File: src/rtl/cpu_ctrl_pkg.sv
// rtl/cpu_ctrl_pkg.sv - shared opcodes, control-word bit map and T-state constants
package cpu_ctrl_pkg;

  localparam int CTRL_W = 15;
  localparam int T_W    = 3;

  localparam logic [3:0] OP_NOP = 4'h0;
  localparam logic [3:0] OP_LDA = 4'h1;
  localparam logic [3:0] OP_ADD = 4'h2;
  localparam logic [3:0] OP_SUB = 4'h3;
  localparam logic [3:0] OP_STA = 4'h4;
  localparam logic [3:0] OP_LDI = 4'h5;
  localparam logic [3:0] OP_JMP = 4'h6;
  localparam logic [3:0] OP_JC  = 4'h7;
  localparam logic [3:0] OP_JZ  = 4'h8;
  localparam logic [3:0] OP_HLT = 4'hF;

  // Bit positions within ctrl, MSB first in port order
  localparam int C_HLT       = 14;
  localparam int C_PC_INC    = 13;
  localparam int C_PC_EN     = 12;
  localparam int C_PC_LOAD   = 11;
  localparam int C_MAR_LOAD  = 10;
  localparam int C_MEM_ST    = 9;
  localparam int C_MEM_EN    = 8;
  localparam int C_IR_LOAD   = 7;
  localparam int C_IR_EN     = 6;
  localparam int C_A_LOAD    = 5;
  localparam int C_A_EN      = 4;
  localparam int C_B_LOAD    = 3;
  localparam int C_ADDER_SUB = 2;
  localparam int C_ADDER_EN  = 1;
  localparam int C_FLAG_LOAD = 0;

  localparam logic [T_W-1:0] T0 = 3'd0;
  localparam logic [T_W-1:0] T1 = 3'd1;
  localparam logic [T_W-1:0] T2 = 3'd2;
  localparam logic [T_W-1:0] T3 = 3'd3;
  localparam logic [T_W-1:0] T4 = 3'd4;

  function automatic logic [CTRL_W-1:0] cbit(input int idx);
    logic [CTRL_W-1:0] v;
    v = '0;
    v[idx] = 1'b1;
    return v;
  endfunction

endpackage

File: src/rtl/microcode_rom.sv
// rtl/microcode_rom.sv - combinational decode of opcode, T-state and flags into the control word
module microcode_rom
  import cpu_ctrl_pkg::*;
(
  input  logic [3:0]        opcode,
  input  logic [T_W-1:0]    tstate,
  input  logic              flag_z,
  input  logic              flag_c,
  output logic [CTRL_W-1:0] ctrl,
  output logic              last
);

  logic [CTRL_W-1:0] ir_mar;
  logic [CTRL_W-1:0] jump;

  assign ir_mar = cbit(C_IR_EN) | cbit(C_MAR_LOAD);
  assign jump   = cbit(C_IR_EN) | cbit(C_PC_LOAD);

  always_comb begin
    ctrl = '0;
    last = 1'b0;
    case (tstate)
      T0: ctrl = cbit(C_PC_EN) | cbit(C_MAR_LOAD);
      T1: ctrl = cbit(C_MEM_EN) | cbit(C_IR_LOAD) | cbit(C_PC_INC);
      default: begin
        // Any step past an instruction's final one ends it, so the counter can never run away
        last = 1'b1;
        case (opcode)
          OP_LDA: begin
            if (tstate == T2) begin
              ctrl = ir_mar;
              last = 1'b0;
            end else if (tstate == T3) begin
              ctrl = cbit(C_MEM_EN) | cbit(C_A_LOAD);
            end
          end
          OP_ADD, OP_SUB: begin
            if (tstate == T2) begin
              ctrl = ir_mar;
              last = 1'b0;
            end else if (tstate == T3) begin
              ctrl = cbit(C_MEM_EN) | cbit(C_B_LOAD);
              last = 1'b0;
            end else if (tstate == T4) begin
              ctrl = cbit(C_ADDER_EN) | cbit(C_A_LOAD) | cbit(C_FLAG_LOAD);
              if (opcode == OP_SUB) ctrl = ctrl | cbit(C_ADDER_SUB);
            end
          end
          OP_STA: begin
            if (tstate == T2) begin
              ctrl = ir_mar;
              last = 1'b0;
            end else if (tstate == T3) begin
              ctrl = cbit(C_A_EN) | cbit(C_MEM_ST);
            end
          end
          OP_LDI: if (tstate == T2) ctrl = cbit(C_IR_EN) | cbit(C_A_LOAD);
          OP_JMP: if (tstate == T2) ctrl = jump;
          OP_JC:  if (tstate == T2 && flag_c) ctrl = jump;
          OP_JZ:  if (tstate == T2 && flag_z) ctrl = jump;
          OP_HLT: if (tstate == T2) ctrl = cbit(C_HLT);
          default: ctrl = '0;
        endcase
      end
    endcase
  end

endmodule

File: src/rtl/microsequencer.sv
// rtl/microsequencer.sv - T-state counter, halt latch and run/single-step gating around the microcode ROM
module microsequencer
  import cpu_ctrl_pkg::*;
(
  input  logic              clk,
  input  logic              rst,
  input  logic              run,
  input  logic              step,
  input  logic [3:0]        opcode,
  input  logic              flag_z,
  input  logic              flag_c,
  output logic [CTRL_W-1:0] ctrl,
  output logic [T_W-1:0]    tstate,
  output logic              halted,
  output logic              instr_done
);

  logic [CTRL_W-1:0] rom_ctrl;
  logic              rom_last;
  logic              adv;

  microcode_rom u_rom (
    .opcode (opcode),
    .tstate (tstate),
    .flag_z (flag_z),
    .flag_c (flag_c),
    .ctrl   (rom_ctrl),
    .last   (rom_last)
  );

  assign adv = !halted && (run || step);

  always_ff @(posedge clk) begin
    if (rst) begin
      tstate <= T0;
      halted <= 1'b0;
    end else if (adv) begin
      // HLT parks the counter on its own step instead of wrapping to fetch
      if (rom_ctrl[C_HLT]) begin
        halted <= 1'b1;
      end else begin
        tstate <= rom_last ? T0 : tstate + T_W'(1);
      end
    end
  end

  always_comb begin
    ctrl       = '0;
    instr_done = 1'b0;
    if (!rst) begin
      if (halted) begin
        ctrl[C_HLT] = 1'b1;
      end else if (adv) begin
        ctrl       = rom_ctrl;
        instr_done = rom_last;
      end
    end
  end

endmodule

File: config.mk
export PLATFORM = sky130hd
export DESIGN_NAME = microsequencer
export DESIGN_NICKNAME = d
export VERILOG_FILES = /design/src/rtl/cpu_ctrl_pkg.sv /design/src/rtl/microcode_rom.sv /design/src/rtl/microsequencer.sv
export SDC_FILE = /design/constraint.sdc
export NUM_CORES = 1
export LEC_CHECK = 0
export ABC_AREA = 1
export BUFFER_PORTS_ARGS = -buffer_cell sky130_fd_sc_hd__buf_4
export CORE_MARGIN = 2
export CORE_UTILIZATION = 45
export CTS_CLUSTER_DIAMETER = 30
export CTS_CLUSTER_SIZE = 12
export DETAILED_ROUTE_END_ITERATION = 12
export PLACE_DENSITY = 0.78
export SETUP_SLACK_MARGIN = 0.4
export SLEW_MARGIN = 5
export SYNTH_ARGS = -nofsm -noshare
export SYNTH_HDL_FRONTEND = slang
export SYNTH_SLANG_ARGS = --single-unit
File: constraint.sdc
create_clock -name clk -period 1.5 [get_ports clk]
set_input_delay 0.075 -clock clk [delete_from_list [all_inputs] [get_ports clk]]
set_output_delay 0.075 -clock clk [all_outputs]
set_load 0.1 [all_outputs]
==> results of run 1 <==
[per-stage QoR]
step,setup slack (ns),hold slack [ns]
detailed placement,-0.1311,0.3953
global placement,-0.1044,0.3889
floorplan,-0.9570,0.1377
[cells in the mapped netlist]
| cell type | instances | area (um2) |
|---|---|---|
| nor2_2 | 2 | 12.51 |
| o21ai_1 | 1 | 5.000 |
| nor4_2 | 1 | 12.51 |
| inv_2 | 4 | 15.01 |
| inv_1 | 16 | 60.06 |
| nor2_4 | 3 | 33.78 |
| a211oi_1 | 1 | 7.510 |
| nand4_1 | 2 | 12.51 |
| dfxtp_1 | 4 | 80.08 |
| buf_4 | 3 | 22.52 |
| ha_1 | 5 | 62.56 |
| nor2_1 | 21 | 78.83 |
| nand2_2 | 2 | 12.51 |
| o21ai_4 | 1 | 16.27 |
| nor3_1 | 3 | 15.01 |
| a21oi_1 | 5 | 25.02 |
| nand3_1 | 7 | 35.03 |
| and3b_1 | 1 | 8.760 |
| nand2_1 | 27 | 101.4 |
| nand3_2 | 2 | 20.02 |
[logic make-up after synthesis]
kind of cell	synth area share
simple gates	0.5383
compound gates	0.08448
flops	0.1257
buf+inv	0.1532
fa+ha+maj	0.09823
==> flow_summary.yaml, run 1 <==
clocking:
  cts_resized: 67
  cts_buffer_depth: 2
  postCtsHoldBufs: 0
  root_buffer: "clkbuf_4"
  cts_buffers: 3
  post_cts_buffers: 5
  clock-sinks: 4
  htree_levels: 1
die:
  start_util: 0.4834
  boundaryPins: 30
  num_rows: 13
  dieHeight_um: 41.62
  die_w_um: 41.62
placed_design:
  place_area_um2: 1132
  hpwl_um: 1695
  place.port_buffers: 29
  routabilityCongestion: 0.8686
  dp_cells: 163
synth:
  synth.net_count: 126
  synth_cell_types: 20
  yosysSeqAreaShare: 0.1257
  netlist_area_um2: 636.9
  yosysWarnings: 0
  synth_area_per_cell_um2: 5.737
  ys_ff_latch: 4
  syn-instance-count: 111
outcome:
  firstError: "[ERROR DPL-0038] Utilization greater than 100%, impossible to legalize"
  status: "stopped before the end"
  haltStage: "4_1_cts"
==> inputs of run 2 (changes only) <==
--- a/config.mk
+++ b/config.mk
@@ -7,13 +7,10 @@
 export LEC_CHECK = 0
 export ABC_AREA = 1
 export BUFFER_PORTS_ARGS = -buffer_cell sky130_fd_sc_hd__buf_4
-export CORE_MARGIN = 2
-export CORE_UTILIZATION = 45
-export CTS_CLUSTER_DIAMETER = 30
-export CTS_CLUSTER_SIZE = 12
+export CORE_AREA = 2 2 63 65
 export DETAILED_ROUTE_END_ITERATION = 12
-export PLACE_DENSITY = 0.78
-export SETUP_SLACK_MARGIN = 0.4
+export DIE_AREA = 0 0 65 67
+export PLACE_DENSITY_LB_ADDON = 0.15
 export SLEW_MARGIN = 5
 export SYNTH_ARGS = -nofsm -noshare
 export SYNTH_HDL_FRONTEND = slang
==> run 2 against run 1 <==
Compared with the run above: the flow now finishes, with violations (negative setup slack); area after synthesis is the same; synthesized cell count stayed put.
==> flow_summary.yaml, run 2 <==
sta:
  relSlewSlack: 0.8237
  finalSetupViolCount: 15
  drv_slew: 0
  fin_crit_sh: 1.179
  hold_viol: 0
  rsz0062_at_grt: "true"
  fmax_mhz: 565.2
  timing.final.crit_period_ns: 1.769
  clock_skew_ns: 0.004795
  tns_ns: -2.799
  fin_ws_ns: -0.2692
  worstMarginPinSlew_ns: 0.2635
global_route:
  grt_pass1_wl_um: 3691
  grt_use_total: 0.1100
  grt_pass1_vias: 847
  grt_overflow: 0
  grt_max_degree: 8
  antenna_found_initial: 0
routing:
  vias: 838
  drt-pass1-iter-count: 4
  vias_per_cell: 4.128
  post_drt_wl_per_cell_um: 10.98
  routed_wl_um: 2229
  drc_errors: 0
  drtAntennaViolNets: 0
  drt_iter0_drc: 33
cells_and_area:
  largest_reg_flops: 3
  finalCoreUtilization: 0.4164
  regArea_um2: 92.59
  fillers: 360
  area_growth_pct: 135.8
  top_register: "tstate"
  final_cell_mix: "25 x buf_4, 24 x nand2_1, 16 x buf_12, 13 x nor2_4, 11 x inv_1"
  finalNetCount: 171
  layout.cells.non_filler: 203
  layout_commonest_cell: "buf_4"
  stdcell_area_um2: 1501
  diodes: 0
  drive_above_1_share: 0.6258
  top_regs: "tstate (3), halted (1)"
  multiInputGateArea_um2: 693.2
critical_path:
  endpoint_kind: "output pin"
  start_kind: "flop"
  cp.required_ns: 1.42
  cp.arrival_ns: 1.69
  reg2reg_depth: 9
  critical_path.max_fanout: 5
  r2r-start: "tstate[0]"
  r2r_slack_ns: 0.02
  criticalPathCategory: "flop to output pin"
  rr_endpoint: "tstate[1]"
synth:
  synth.top_cell.area_share: 0.1591
  synth_edf_count: 0
  synth_area_per_cell_um2: 5.737
  yosysTopAreaCell: "nand2_1"
  synth.net_count: 126
  ys_top_cells_by_area: "nand2_1 16%, dfxtp_1 13%, nor2_1 12%"
  yosysMostFrequentCell: "nand2_1"
  synth_ff_type: "dfxtp_1"
  yosysWarnings: 0
  yosysSeqAreaShare: 0.1257
  synth_cell_types: 20
  ys_ff_latch: 4
  netlist_area_um2: 636.9
  ys_async_sr_fraction: 0
  yosys-top-cells-count: "27 x nand2_1, 21 x nor2_1, 16 x inv_1"
  syn-instance-count: 111
min_path:
  whs_endpoint: "halted"
  min_from: "rst"
  min_path_cells: 2
  min_path_type: "primary input to flop"
power_and_ir_drop:
  peakVddDrop_v: 0.0004764
  p_leak_uw: 0.0006238
  p_per_area_nw_per_um2: 730.2
placed_design:
  hpwl_um: 1763
  dp_slack_ns: -0.1593
  routabilityCongestion: 0.7769
  place.port_buffers: 29
  place_area_um2: 1176
  dp_cells: 197
clocking:
  htree_levels: 1
  root_buffer: "clkbuf_8"
  cts_buffer_depth: 2
  clk_pin_slew_ns: 0.04
  clk_latency_ns: 0.22
  postCtsHoldBufs: 0
  cts_buffers: 3
  clock-sinks: 4
  cts_tree: "yes"
die:
  start_util: 0.1766
  die_area_um2: 4355
  die_w_um: 65
  boundaryPins: 30
  dieHeight_um: 67
  fp.coreArea_um2: 3606
  num_rows: 22
run:
  max-cap-violations: 0
outcome:
  status: "finished with violations"
  violations: "negative setup slack"
run 2: cell counts after synthesis:
Identical to the previous run, type by type.
run 2: area by class of cell:
type / count / share of cell area
Clock buffer: 4 / 0.03000
Timing Repair Buffer: 43 / 0.3533
Tap cell: 48 / 0.04000
Sequential cell: 4 / 0.06167
Multi-Input combinational cell: 84 / 0.4617
Inverter: 20 / 0.05333
run 2: how the worst max path moves through the flow:
stage | startpoint | slack (ns) | to | cells past startpoint
finish | tstate[1] | -0.27 | ctrl[4] | 6
global placement | tstate[1] | -0.13 | ctrl[4] | 7
global route | tstate[1] | -0.35 | ctrl[4] | 6
detailed placement | tstate[0] | -0.16 | ctrl[4] | 7
floorplan | tstate[1] | -0.96 | ctrl[9] | 7
CTS | tstate[0] | -0.28 | ctrl[4] | 7
run 2: through the flow:
step	hold WS (ns)	total power, uW
6_report	0.1535	1096
5_1_grt	0.1685	1166
4_1_cts	0.1587	1091
3_5_place_dp	0.3872	755.6
3_3_place_gp	0.3804	755.9
2_1_floorplan	0.1400	581.9
run 2: metal layers:
metal	global-route usage	share of wire	routed length, um	vias up
li1	-	-	-	435
met1	0.1280	0.43	965	380
met2	0.2036	0.53	1177	21
met3	0.02027	0.031	70	2
met4	0.03191	0.0067	15	0
met5	0	0	0	-
run 2: timing repair:
action,in CTS,in global routing
resized for setup,57,7
hold endpoints to repair,0,0
setup buffers,0,3
endpoints found under the setup margin,16,19
pin swaps,7,6
run 2: where the power goes:
group | total, uW | internal [uW] | switching, uW
sequential | 145 | 120 | 25.2
combinational | 704 | 259 | 445
clock | 247 | 182 | 64.7
run 2: cell families after synthesis:
logic type               share of synthesized area
AO/OA/AOI/OAI                              0.08448
adder cells (fa/ha/maj)                    0.09823
buffers and inverters                       0.1532
flip-flops                                  0.1257
AND/OR/NAND/NOR                             0.5383
run 2: worst max-delay path, stage by stage, from the launching register on:
cell,delay [ns]
dfxtp_4,0.39
inv_4,0.06
ha_4,0.17
o21ai_4,0.20
nand4_1,0.17
nor3_4,0.26
buf_12,0.21
(Power assumes the default switching activity.)
==> inputs of run 3 (changes only) <==
==> constraint.sdc (replaced) <==
create_clock -name clk -period 1.47 [get_ports clk]
set_input_delay 0.0735 -clock clk [delete_from_list [all_inputs] [get_ports clk]]
set_output_delay 0.0735 -clock clk [all_outputs]
set_load 0.1 [all_outputs]
==> run 3 against run 2 <==
Compared with the run above: first-iteration DRC count shrank 9.1%; die area is the same; the run still ends with negative setup slack left; count of clock-buffer cells in the layout is the same; non-clock buffer count grew 5; worst setup slack lost 0.035 ns; largest power group unchanged; critical path depth grew 1; highest routed layer is now met3.
==> flow_summary.yaml, run 3 (synthesis gave the netlist of run 2 again) <==
outcome:
  status: "finished with violations"
  violations: "negative setup slack"
critical_path:
  critPathSlowestCell: "dfxtp_4"
  path_cells: "buf_6 -> ha_4 -> o21ai_4 -> buf_4 -> nand3_1 -> nor3_4 -> buf_12"
  critPathMaxStageDelay_ns: 0.37
  cp.required_ns: 1.40
  critical_path.max_fanout: 5
  criticalPathCategory: "flop to output pin"
  cp.arrival_ns: 1.70
  critPathBufInv: 3
  critPathTopFamily: "buffers and inverters"
  r2r_slack_ns: 0
  endpoint_kind: "output pin"
  start_kind: "flop"
routing:
  vias: 859
  routed_wl_um: 2216
  post_drt_wl_per_cell_um: 10.65
  drt-pass1-iter-count: 4
  drc_errors: 0
  vias_per_cell: 4.130
  drt_iter0_drc: 30
  drtAntennaViolNets: 0
clocking:
  root_buffer: "clkbuf_8"
  htree_levels: 1
  cts_buffers: 3
  cts_buffer_depth: 2
  postCtsHoldBufs: 0
  clock-sinks: 4
  clk_pin_slew_ns: 0.04
  cts_tree: "yes"
  clk_latency_ns: 0.22
global_route:
  grt_pass1_wl_um: 3608
  grt_pass1_vias: 812
  antenna_found_initial: 0
  grt_max_degree: 8
  grt_use_total: 0.1083
  grt_overflow: 0
cells_and_area:
  final_cell_mix: "29 x buf_4, 23 x nand2_1, 16 x buf_12, 13 x nor2_4, 10 x inv_1"
  largest_reg_flops: 3
  layout_commonest_cell: "buf_4"
  diodes: 0
  area_growth_pct: 145.6
  top_regs: "tstate (3), halted (1)"
  fillers: 373
  drive_above_1_share: 0.6750
  stdcell_area_um2: 1564
  top_register: "tstate"
  finalNetCount: 176
power_and_ir_drop:
  p_per_area_nw_per_um2: 749.8
  p_leak_uw: 0.0006482
  peakVddDrop_v: 0.0004451
sta:
  finalSetupViolCount: 17
  drv_slew: 0
  fin_crit_sh: 1.207
  rsz0062_at_grt: "true"
  hold_viol: 0
  worstMarginPinSlew_ns: 0.2792
  whs_ns: 0.1514
  timing.final.crit_period_ns: 1.774
  fin_ws_ns: -0.3039
  relSlewSlack: 0.8154
  clock_skew_ns: 0.003397
  fmax_mhz: 563.7
placed_design:
  place_area_um2: 1199
  place.port_buffers: 29
  routabilityCongestion: 0.7801
  hpwl_um: 1786
die:
  fp.coreArea_um2: 3606
  dieHeight_um: 67
  start_util: 0.1766
  num_rows: 22
  die_w_um: 65
  boundaryPins: 30
  die_area_um2: 4355
run:
  max-cap-violations: 0
min_path:
  min_path_type: "primary input to flop"
## run 3: worst reg2reg max path, delay by kind of cell (launching register included)
kind / cells / cell delay [ns]
compound gates: 2 / 0.23
buf+inv: 3 / 0.44
fa+ha+maj: 1 / 0.16
simple gates: 2 / 0.16
flops: 1 / 0.37
## run 3: final cells by class
type                            instances  area, um2  share of cell area
Multi-Input combinational cell         84      706.9              0.4520
Timing Repair Buffer                   48      571.8              0.3656
Sequential cell                         4      92.59             0.05920
Inverter                               20      87.58             0.05600
Tap cell                               48      60.06             0.03840
Clock buffer                            4      45.04             0.02880
## run 3: metal layers
metal,vias to the layer above,share of wire,track usage
li1,445,-,-
met1,394,0.42,0.1251
met2,20,0.55,0.2049
met3,0,0.036,0.03041
met4,0,0,0.007979
met5,-,0,0
## run 3: per-stage QoR
| step | worst slack (ns) | utilization | total power, uW | instances | setup TNS [ns] |
|---|---|---|---|---|---|
| 2_1_floorplan | -0.9855 | - | 593.8 | 111 | -7.547 |
| 3_3_place_gp | -0.1912 | 0.3324 | 779.5 | 200 | -1.540 |
| 3_5_place_dp | -0.1751 | 0.3324 | 777.5 | 200 | -1.521 |
| 4_1_cts | -0.3270 | 0.4119 | 1128 | 205 | -3.768 |
| 5_1_grt | -0.4197 | 0.4337 | 1245 | 208 | -4.621 |
| 6_report | -0.3039 | 0.4337 | 1173 | 208 | -3.194 |
## run 3: power by group
group / internal (uW) / switching (uW)
Combinational: 298 / 471
Sequential: 122 / 25.8
Clock: 186 / 69.3
Total: 607 / 566
## run 3: timing repair
item / 4_1_cts / 5_1_grt
setup endpoints to repair: 19 / 19
buffers inserted: 1 / 3
resized for setup: 58 / 15
pin swaps: 13 / 12
gates cloned: 0 / 0
## run 3: worst paths after layout
check / from / cells after the start / endpoint
worst min register to register: halted / 2 / halted
worst min-delay path: rst / 2 / halted
worst max register to register: tstate[0] / 8 / tstate[2]
worst max-delay path: tstate[0] / 7 / ctrl[3]
==> inputs of run 4 (changes only) <==
--- a/config.mk
+++ b/config.mk
@@ -7,6 +7,7 @@
 export LEC_CHECK = 0
 export ABC_AREA = 1
 export BUFFER_PORTS_ARGS = -buffer_cell sky130_fd_sc_hd__buf_4
+export CAP_MARGIN = 20
 export CORE_AREA = 2 2 63 65
 export DETAILED_ROUTE_END_ITERATION = 12
 export DIE_AREA = 0 0 65 67
==> constraint.sdc (replaced) <==
create_clock -name clk -period 1.55 [get_ports clk]
set_input_delay 0.155 -clock clk [delete_from_list [all_inputs] [get_ports clk]]
set_output_delay 0.155 -clock clk [all_outputs]
set_load 0.1 [all_outputs]
==> run 4 against run 3 <==
Compared with the run above: the run still ends with negative setup slack left; total power fell by 0.82%; hold slack improved by 0.15 ns; first-iteration DRC count increased by 6.7%; worst setup slack lost 0.017 ns; combinational power rose by 0.9%; wire length rose by 10%; die area unchanged; critical path type unchanged; clock skew decreased by 0.0027 ns; largest power group unchanged.
==> flow_summary.yaml, run 4 (synthesis gave the netlist of run 2 again) <==
outcome:
  violations: "negative setup slack"
  status: "finished with violations"
sta:
  clock_skew_ns: 0.0006597
  fin_ws_ns: -0.3210
  timing.final.crit_period_ns: 1.871
  worstMarginPinSlew_ns: 0.2769
  drv_slew: 0
  hold_viol: 0
  fmax_mhz: 534.5
  relSlewSlack: 0.8150
  fin_crit_sh: 1.207
  whs_ns: 0.3004
  rsz0062_at_grt: "true"
  finalSetupViolCount: 16
global_route:
  met2_usage: 0.2281
  grt_max_degree: 7
  antenna_found_initial: 0
  gr-usage-met3: 0.02534
  grt_pass1_wl_um: 3974
  grt_pass1_vias: 898
  grt_use_total: 0.1218
  grt.busiest_layer: "met2"
  use_met1: 0.1331
  grt_overflow: 0
routing:
  drc_errors: 0
  drtAntennaViolNets: 0
  drt_iter0_drc: 32
  routed_wl_um: 2446
  vias: 876
  drt-pass1-iter-count: 4
  vias_per_cell: 4.113
  post_drt_wl_per_cell_um: 11.48
critical_path:
  start_kind: "flop"
  cp.required_ns: 1.39
  r2r_slack_ns: -0.04
  endpoint_kind: "output pin"
  r2r-start: "tstate[0]"
  reg2reg_depth: 11
  rr_endpoint: "tstate[2]"
  cp.arrival_ns: 1.72
  criticalPathCategory: "flop to output pin"
  critical_path.max_fanout: 5
power_and_ir_drop:
  p_leak_uw: 0.0006840
  p_per_area_nw_per_um2: 716.7
  peakVddDrop_v: 0.0004585
  power_uw: 1163
clocking:
  cts_buffers: 3
  clk_pin_slew_ns: 0.04
  postCtsHoldBufs: 0
  clock-sinks: 4
  cts_tree: "yes"
  cts_buffer_depth: 2
  clk_latency_ns: 0.23
  htree_levels: 1
  root_buffer: "clkbuf_8"
cells_and_area:
  drive_above_1_share: 0.7030
  diodes: 0
  largest_reg_flops: 3
  stdcell_area_um2: 1623
  top_regs: "tstate (3), halted (1)"
  area_growth_pct: 154.8
  layout.cells.non_filler: 213
  top_register: "tstate"
  finalNetCount: 181
  layout_commonest_cell: "buf_4"
  final_cell_mix: "32 x buf_4, 20 x nand2_1, 16 x buf_12, 13 x nor2_4, 11 x inv_1"
  finalCoreUtilization: 0.4500
min_path:
  min_path_cells: 4
  whs_endpoint: "tstate[2]"
  min_path_type: "primary input to flop"
  min_from: "rst"
placed_design:
  dp_cells: 204
  place.port_buffers: 29
  hpwl_um: 1884
  place_area_um2: 1229
  routabilityCongestion: 0.7752
die:
  start_util: 0.1766
  die_area_um2: 4355
  die_w_um: 65
  num_rows: 22
  fp.coreArea_um2: 3606
  boundaryPins: 30
  dieHeight_um: 67
run:
  max-cap-violations: 0
[run 4: changes by cell type in the layout (fill, tap and decap cells not counted), sizes merged]
| cell | previous run | this run |
|---|---|---|
| buf | 48 | 53 |
[run 4: per-stage QoR]
| stage | worst slack [ns] | TNS (ns) |
|---|---|---|
| floorplan | -0.9870 | -7.533 |
| global placement | -0.1571 | -1.189 |
| detailed placement | -0.1814 | -1.333 |
| CTS | -0.3293 | -3.735 |
| global route | -0.3806 | -4.813 |
| finish | -0.3210 | -3.507 |
[run 4: how the worst max path moves through the flow]
stage / startpoint / slack (ns) / to
2_1_floorplan: tstate[1] / -0.99 / ctrl[9]
3_3_place_gp: tstate[1] / -0.16 / ctrl[4]
3_5_place_dp: tstate[0] / -0.18 / ctrl[4]
4_1_cts: tstate[0] / -0.33 / ctrl[4]
5_1_grt: tstate[1] / -0.38 / ctrl[6]
6_report: tstate[1] / -0.32 / ctrl[6]
[run 4: metal layers]
| layer | part of all wire | vias up | wire length, um |
|---|---|---|---|
| met3 | 0.033 | 5 | 80 |
| met2 | 0.54 | 24 | 1309 |
| met5 | 0 | - | 0 |
| li1 | - | 451 | - |
| met4 | 0.016 | 0 | 40 |
| met1 | 0.42 | 396 | 1016 |
[run 4: cell type report]
class                           instances  area, um2
Clock buffer                            4      45.04
Fill cell                             366       1983
Inverter                               20      82.58
Sequential cell                         4      92.59
Multi-Input combinational cell         84      725.7
Tap cell                               48      60.06
Timing Repair Buffer                   53      616.8
[run 4: worst max-delay path, stage by stage, from the launching register on]
cell and delay [ns]:
dfxtp_4 0.39, inv_4 0.06, ha_4 0.18, o21ai_4 0.20, nand4_1 0.17, buf_6 0.18
nor2_4 0.12, buf_12 0.18
[run 4: power by group]
group,total [uW],internal [uW],switching [uW]
logic,776,310,466
registers,139,116,23.0
clock network,248,177,70.9
total,1160,603,560
[run 4: what timing repair did]
| item | CTS | global route |
|---|---|---|
| pin swaps | 15 | 9 |
| resized for setup | 66 | 12 |
| setup buffers | 3 | 4 |
| setup endpoints to repair | 19 | 19 |
